[config.mk]
export PLATFORM = sky130hd
export DESIGN_NAME = glitch_sequencer_flat
export DESIGN_NICKNAME = d
export VERILOG_FILES = /design/src/rtl/glitch_sequencer_if.sv /design/src/rtl/glitch_sequencer.sv /design/src/flat_wrapper.sv
export SDC_FILE = /design/constraint.sdc
export NUM_CORES = 1
export LEC_CHECK = 0
export BUFFER_PORTS_ARGS = -buffer_cell sky130_fd_sc_hd__buf_2
export CELL_PAD_IN_SITES_DETAIL_PLACEMENT = 1
export CELL_PAD_IN_SITES_GLOBAL_PLACEMENT = 1
export CORE_UTILIZATION = 43
export DETAILED_ROUTE_END_ITERATION = 6
export GPL_TIMING_DRIVEN = 0
export PLACE_DENSITY_LB_ADDON = 0.1
export SYNTH_ARGS = -nofsm -noshare
export SYNTH_HDL_FRONTEND = slang
export SYNTH_SLANG_ARGS = --single-unit
[constraint.sdc]
create_clock -name clk -period 2.8 [get_ports clk]
set_input_delay 0.14 -clock clk [delete_from_list [all_inputs] [get_ports clk]]
set_output_delay 0.14 -clock clk [all_outputs]
set_load 0.005 [all_outputs]
[src/rtl/glitch_sequencer_if.sv]
// Signal bundle between the host-side config/trigger logic and the glitch sequencer.
// The master drives arm, abort, trigger and the config inputs; the slave is the sequencer.
interface glitch_sequencer_if #(
    parameter int CNT_W = 16,
    parameter int REP_W = 8
);
    logic             arm;
    logic             abort;
    logic             trigger;
    logic [CNT_W-1:0] cfg_delay;
    logic [CNT_W-1:0] cfg_width;
    logic [CNT_W-1:0] cfg_gap;
    logic [REP_W-1:0] cfg_count;
    logic [3:0]       cfg_mode;

    logic             glitch_en;
    logic [3:0]       glitch_mode;
    logic             armed;
    logic             busy;
    logic             done;
    logic [REP_W-1:0] pulse_idx;

    modport master (
        output arm, abort, trigger, cfg_delay, cfg_width, cfg_gap, cfg_count, cfg_mode,
        input  glitch_en, glitch_mode, armed, busy, done, pulse_idx
    );

    modport slave (
        input  arm, abort, trigger, cfg_delay, cfg_width, cfg_gap, cfg_count, cfg_mode,
        output glitch_en, glitch_mode, armed, busy, done, pulse_idx
    );
endinterface

[src/rtl/glitch_sequencer.sv]
// Armed, trigger-started pulse-train generator that is the sole source of the
// glitch core enable; every output comes straight from a flop.
module glitch_sequencer #(
    parameter int CNT_W = 16,
    parameter int REP_W = 8
) (
    input  logic              clk,
    input  logic              rst_n,
    glitch_sequencer_if.slave bus
);

    typedef enum logic [2:0] {
        IDLE,
        ARMED,
        DELAY,
        PULSE,
        GAP,
        DONE
    } state_t;

    state_t           state;
    logic [2:0]       sync_q;
    logic             edge_q;
    logic             trig_edge;

    logic [CNT_W-1:0] delay_q;
    logic [CNT_W-1:0] width_q;
    logic [CNT_W-1:0] gap_q;
    logic [REP_W-1:0] count_q;
    logic [CNT_W-1:0] cnt_q;

    logic             en_q;
    logic [3:0]       mode_q;
    logic             armed_q;
    logic             busy_q;
    logic             done_q;
    logic [REP_W-1:0] idx_q;

    // Three synchronizing stages ahead of the edge flop: a rising trigger first
    // sampled at edge N shows up as trig_edge in the cycle after edge N+2.
    always_ff @(posedge clk or negedge rst_n) begin
        if (!rst_n) begin
            sync_q <= '0;
            edge_q <= 1'b0;
        end else begin
            // NOTE: non-blocking so every flop samples the pre-edge value and the chain shifts one stage per clock.
            sync_q <= {sync_q[1:0], bus.trigger};
            edge_q <= sync_q[2];
        end
    end

    assign trig_edge = sync_q[2] & ~edge_q;

    always_ff @(posedge clk or negedge rst_n) begin
        if (!rst_n) begin
            state   <= IDLE;
            delay_q <= '0;
            width_q <= '0;
            gap_q   <= '0;
            count_q <= '0;
            cnt_q   <= '0;
            en_q    <= 1'b0;
            mode_q  <= '0;
            armed_q <= 1'b0;
            busy_q  <= 1'b0;
            done_q  <= 1'b0;
            idx_q   <= '0;
        end else if (bus.abort) begin
            // Abort beats arm and trig_edge; done is not pulsed and pulse_idx holds.
            state   <= IDLE;
            en_q    <= 1'b0;
            armed_q <= 1'b0;
            busy_q  <= 1'b0;
            done_q  <= 1'b0;
        end else begin
            case (state)
                IDLE: begin
                    done_q <= 1'b0;
                    if (bus.arm) begin
                        delay_q <= bus.cfg_delay;
                        width_q <= (bus.cfg_width == '0) ? CNT_W'(1) : bus.cfg_width;
                        gap_q   <= (bus.cfg_gap   == '0) ? CNT_W'(1) : bus.cfg_gap;
                        count_q <= (bus.cfg_count == '0) ? REP_W'(1) : bus.cfg_count;
                        mode_q  <= bus.cfg_mode;
                        idx_q   <= '0;
                        armed_q <= 1'b1;
                        state   <= ARMED;
                    end
                end
                ARMED: begin
                    if (trig_edge) begin
                        armed_q <= 1'b0;
                        busy_q  <= 1'b1;
                        if (delay_q != '0) begin
                            cnt_q <= delay_q;
                            state <= DELAY;
                        end else begin
                            cnt_q <= width_q;
                            en_q  <= 1'b1;
                            state <= PULSE;
                        end
                    end
                end
                DELAY: begin
                    if (cnt_q == CNT_W'(1)) begin
                        cnt_q <= width_q;
                        en_q  <= 1'b1;
                        state <= PULSE;
                    end else begin
                        cnt_q <= cnt_q - CNT_W'(1);
                    end
                end
                PULSE: begin
                    if (cnt_q == CNT_W'(1)) begin
                        en_q <= 1'b0;
                        if (idx_q == count_q - REP_W'(1)) begin
                            busy_q <= 1'b0;
                            done_q <= 1'b1;
                            state  <= DONE;
                        end else begin
                            cnt_q <= gap_q;
                            state <= GAP;
                        end
                    end else begin
                        cnt_q <= cnt_q - CNT_W'(1);
                    end
                end
                GAP: begin
                    if (cnt_q == CNT_W'(1)) begin
                        idx_q <= idx_q + REP_W'(1);
                        cnt_q <= width_q;
                        en_q  <= 1'b1;
                        state <= PULSE;
                    end else begin
                        cnt_q <= cnt_q - CNT_W'(1);
                    end
                end
                DONE: begin
                    done_q <= 1'b0;
                    state  <= IDLE;
                end
                default: begin
                    state <= IDLE;
                end
            endcase
        end
    end

    assign bus.glitch_en   = en_q;
    assign bus.glitch_mode = mode_q;
    assign bus.armed       = armed_q;
    assign bus.busy        = busy_q;
    assign bus.done        = done_q;
    assign bus.pulse_idx   = idx_q;

endmodule

[src/flat_wrapper.sv]
// flat-port wrapper written by rule: the top's interface ports become plain ports
module glitch_sequencer_flat 
#(
    parameter int CNT_W = 16,
    parameter int REP_W = 8
)
  (clk, rst_n, bus_arm, bus_abort, bus_trigger, bus_cfg_delay, bus_cfg_width, bus_cfg_gap, bus_cfg_count, bus_cfg_mode, bus_glitch_en, bus_glitch_mode, bus_armed, bus_busy, bus_done, bus_pulse_idx);
  glitch_sequencer_if #(.CNT_W(CNT_W), .REP_W(REP_W)) bus_i ();
  input  logic clk;
  input  logic rst_n;
  input wire logic [$bits(bus_i.arm)-1:0] bus_arm;
  input wire logic [$bits(bus_i.abort)-1:0] bus_abort;
  input wire logic [$bits(bus_i.trigger)-1:0] bus_trigger;
  input wire logic [$bits(bus_i.cfg_delay)-1:0] bus_cfg_delay;
  input wire logic [$bits(bus_i.cfg_width)-1:0] bus_cfg_width;
  input wire logic [$bits(bus_i.cfg_gap)-1:0] bus_cfg_gap;
  input wire logic [$bits(bus_i.cfg_count)-1:0] bus_cfg_count;
  input wire logic [$bits(bus_i.cfg_mode)-1:0] bus_cfg_mode;
  output wire logic [$bits(bus_i.glitch_en)-1:0] bus_glitch_en;
  output wire logic [$bits(bus_i.glitch_mode)-1:0] bus_glitch_mode;
  output wire logic [$bits(bus_i.armed)-1:0] bus_armed;
  output wire logic [$bits(bus_i.busy)-1:0] bus_busy;
  output wire logic [$bits(bus_i.done)-1:0] bus_done;
  output wire logic [$bits(bus_i.pulse_idx)-1:0] bus_pulse_idx;
  assign bus_i.arm = bus_arm;
  assign bus_i.abort = bus_abort;
  assign bus_i.trigger = bus_trigger;
  assign bus_i.cfg_delay = bus_cfg_delay;
  assign bus_i.cfg_width = bus_cfg_width;
  assign bus_i.cfg_gap = bus_cfg_gap;
  assign bus_i.cfg_count = bus_cfg_count;
  assign bus_i.cfg_mode = bus_cfg_mode;
  assign bus_glitch_en = bus_i.glitch_en;
  assign bus_glitch_mode = bus_i.glitch_mode;
  assign bus_armed = bus_i.armed;
  assign bus_busy = bus_i.busy;
  assign bus_done = bus_i.done;
  assign bus_pulse_idx = bus_i.pulse_idx;
  glitch_sequencer #(.CNT_W(CNT_W), .REP_W(REP_W)) u_core (.clk(clk), .rst_n(rst_n), .bus(bus_i));
endmodule
==> qor.tcl <==
set qor(power_mw) 5.103
set qor(boundaryPins) 81
set qor(ys.flop_type) {sky130_fd_sc_hd__dfrtp_1}
set qor(violated_checks) {hold timing}
set qor(synthDominantAreaCellType) {sky130_fd_sc_hd__dfrtp_1}
set qor(timing.critical_path.arrival_ns) 2.98
set qor(final_antenna_violating_net_count) 0
set qor(finalNetCount) 822
set qor(cts.sinks) 95
set qor(most_area_consuming_cells_after_synthesis) {sky130_fd_sc_hd__dfrtp_1 45%, sky130_fd_sc_hd__nand2_1 13%, sky130_fd_sc_hd__a21oi_1 4.0%}
set qor(proportion_of_layout_cells_with_a_drive_suffix_above_1_pct) 16.49
set qor(die-area_um2) 12660
set qor(startpoint_type) {flop}
set qor(route.final.wire_length_mm) 18.48
set qor(cp.required_ns) 3.05
set qor(run_status) {finished, violations left}
set qor(multi_input_area_um2) 2763
set qor(max_cap_viols) 0
set qor(syn-num-nets) 697
set qor(finalSetupViolCount) 0
set qor(comb_power_share_pct) 30.0
set qor(grt.total_usage_pct) 30.68
set qor(cts.root.buffer_cell) {sky130_fd_sc_hd__clkbuf_16}
set qor(cts_tree) {done}
set qor(grtUsageMet2_pct) 50.31
set qor(dr_total_vias) 5420
set qor(switching_share_pct) 38.50
set qor(h_tree_level_count) 3
set qor(first_iter_violations) 430
set qor(critical_path_class) {reg -> reg}
set qor(busiest_layer) {met2}
set qor(insertion_delay_ns) 0.36
set qor(wire_per_inst_um) 20.51
set qor(asyncSetResetFlopFracSynth_pct) 100.0
set qor(post-route-drc-count) 0
set qor(ff_latch_area_um2) 2377
set qor(final_min_period_over_clock_period_pct) 97.55
set qor(slew_headroom_pct) 54.09
set qor(clock_power_share_pct) 27.3
set qor(synthTopCellsByCount) {187 x sky130_fd_sc_hd__nand2_1, 95 x sky130_fd_sc_hd__dfrtp_1, 42 x sky130_fd_sc_hd__a21oi_1}
set qor(drt-vias-per-instance) 6.016
set qor(diodes) 0
set qor(starting_density_of_the_core_pct) 45.02
set qor(vias_in_the_first_global_route) 5636
set qor(place_hpwl_mm) 13.06
set qor(synth.yosys.seq_area_share_pct) 45.28
set qor(area_fraction_of_the_dominant_cell_type_after_synthesis_pct) 45.28
set qor(power_switching_mw) 1.965
set qor(grt_overflow) 0
set qor(placed_area_um2) 5859
set qor(rows) 39
set qor(drt_pass1_iterations) 5
set qor(power_leakage_nw) 3.011
set qor(power.density_cell_area_nw_per_um2) 774.2
set qor(r2r_start) {u_core.count_q[0]}
set qor(die_w_um) 112.5
set qor(slew_viol_final) 0
set qor(largest_net_degree_at_the_start_of_global_routing) 70
set qor(synth.most_common_cell) {sky130_fd_sc_hd__nand2_1}
set qor(crit_path_max_fanout) 10
set qor(ys_types) 60
set qor(grt_antenna_before_repair) 0
set qor(dieHeight_um) 112.5
set qor(syn-instance-count) 628
set qor(routabilityCongestion) 0.8971
set qor(io_buffers) 80
set qor(finish.instance_area_um2) 6591
set qor(globalRouteMet1Util_pct) 41.77
set qor(vdd_ir_drop_max_mv) 0.3885
set qor(area.growth.synth_to_final_pct) 25.55
set qor(place_worst_setup_slack_ns) -0.3012
set qor(postLayoutSetupSlackWorst_ns) 0.06871
set qor(met3_usage_pct) 3.294
set qor(hold_class) {in -> reg}
set qor(yosys_warnings) 0
set qor(fin_skew_ns) 0.005624
set qor(internal-power_mw) 3.138
set qor(syn_area_per_cell_um2) 8.360
set qor(startpoint) {u_core.count_q[0]}
set qor(area_of_the_mapped_netlist_um2) 5250
set qor(clk_pin_slew_ns) 0.07
set qor(post-route-util_pct) 56.52
set qor(core_area_um2) 11660
set qor(final-hold-violation-count) 1
set qor(setup.worst_path.end_class) {flop}
set qor(maxClockFrequency_ghz) 0.3661
set qor(cts_made_buffers) 9
set qor(transition_time_at_the_pin_with_the_least_slew_margin_ns) 0.6887
set qor(sequentialPowerShare_pct) 42.7
set qor(synth_enable_flop_cells) 0
set qor(clock_tree.buffer_depth) 2
set qor(fin_crit_ns) 2.731
set qor(hold_path.startpoint) {bus_cfg_delay[12]}
set qor(worst_hold_slack_ns) -0.002443
set qor(fill_cells) 1423
set qor(postSynthRegisterBits) 95
set qor(first_pass_grt_wire_length_mm) 29.77
power by group through the flow:
stage                     combinational (mW)  clock [mW]  sequential (mW)
after detailed placement                1.41           0             2.17
after global placement                  1.35           0             2.14
after CTS                               1.49        1.40             2.15
after global routing                    1.68        1.44             2.21
final                                   1.53        1.39             2.18
after floorplan                        0.985           0             2.01
registers in the layout, summed over array words and instances, names as in the netlist:
register	flops
u_core.edge_q	1
u_core.bus.busy	1
u_core.state	3
u_core.cnt_q	16
u_core.bus.armed	1
u_core.width_q	16
u_core.bus.glitch_mode	4
u_core.bus.pulse_idx	8
u_core.count_q	8
u_core.sync_q	3
u_core.bus.done	1
u_core.delay_q	16
u_core.gap_q	16
u_core.bus.glitch_en	1
cell usage in the layout, fill, tap and decap left out, types with 4 or more instances in the layout:
master                            n
sky130_fd_sc_hd__nand2_1        187
sky130_fd_sc_hd__dfrtp_1         95
sky130_fd_sc_hd__ha_1             4
sky130_fd_sc_hd__dlygate4sd3_1   31
sky130_fd_sc_hd__mux2i_1         14
sky130_fd_sc_hd__o221ai_1         7
sky130_fd_sc_hd__o21ai_0         16
sky130_fd_sc_hd__nor2b_1          6
sky130_fd_sc_hd__or3_1            7
sky130_fd_sc_hd__clkbuf_16        9
sky130_fd_sc_hd__a31oi_1          5
sky130_fd_sc_hd__nand3_1         19
sky130_fd_sc_hd__a221oi_1         4
sky130_fd_sc_hd__clkbuf_1        30
sky130_fd_sc_hd__nand4_1          6
sky130_fd_sc_hd__nor4_1          15
sky130_fd_sc_hd__nor2_1          41
sky130_fd_sc_hd__and2_1           4
sky130_fd_sc_hd__o31ai_1          5
sky130_fd_sc_hd__nand2b_1         5
sky130_fd_sc_hd__a22o_1          11
sky130_fd_sc_hd__a21oi_1         40
sky130_fd_sc_hd__inv_1            9
sky130_fd_sc_hd__xnor2_1         10
sky130_fd_sc_hd__nor3_1          11
sky130_fd_sc_hd__buf_2           80
repair_timing:
action,4_1_cts,5_1_grt
endpoints found under the setup margin,20,18
endpoints found under the hold margin,56,0
hold buffers,31,0
resized for setup,6,9
setup buffers,1,1
cloned,0,0
pin swaps,1,3
per-stage QoR:
stage / setup TNS [ns] / std cells
final: 0 / 901
after global routing: -0.01867 / 901
after CTS: 0 / 900
after detailed placement: -4.178 / 852
after global placement: -4.503 / 851
after floorplan: 0 / 628
logic make-up after synthesis:
family / count (synthesis) / synth area share (%)
AND/OR/NAND/NOR: 329 / 28.67
AO/OA/AOI/OAI: 125 / 16.09
flip-flops: 95 / 45.28
buffers and inverters: 45 / 3.527
multiplexers: 17 / 3.313
XOR/XNOR: 13 / 2.169
adder cells (fa/ha/maj): 4 / 0.9533
path summary, 6_finish.rpt:
path,end,slack (ns),cells after the start
worst max register to register,u_core.cnt_q[12],0.07,8
max in group asynchronous,u_core.bus.glitch_mode[2],1.88,3
worst min register to register,u_core.sync_q[1],0.38,0
min in group asynchronous,u_core.bus.done,0.26,2
worst max-delay path,u_core.cnt_q[12],0.07,8
worst min-delay path,u_core.delay_q[12],-0.002,3
critical path, stage by stage (launching register included):
cell	delay (ns)
sky130_fd_sc_hd__dfrtp_1	0.43
sky130_fd_sc_hd__or4_1	0.56
sky130_fd_sc_hd__or4_1	0.55
sky130_fd_sc_hd__nand3_2	0.13
sky130_fd_sc_hd__o2111ai_4	0.22
sky130_fd_sc_hd__and2_1	0.25
sky130_fd_sc_hd__buf_6	0.13
sky130_fd_sc_hd__buf_6	0.14
sky130_fd_sc_hd__a22o_1	0.20
metal layers:
layer	share of wire (%)	vias to the layer above
met4	2.3	0
met3	3.9	32
met2	48	168
met1	46	2739
li1	-	2481
met5	0	-
final cells by class:
| class | instances | share of cell area, % |
|---|---|---|
| multi-input cells | 488 | 41.91 |
| flip-flops and latches | 95 | 36.07 |
| clock buffers | 10 | 3.626 |
| repair buffers | 114 | 11.47 |
| clock inverters | 6 | 1.386 |
| well taps | 143 | 2.715 |
| plain buffers | 36 | 2.316 |
| inverters | 9 | 0.5125 |
(Power assumes the default switching activity.)
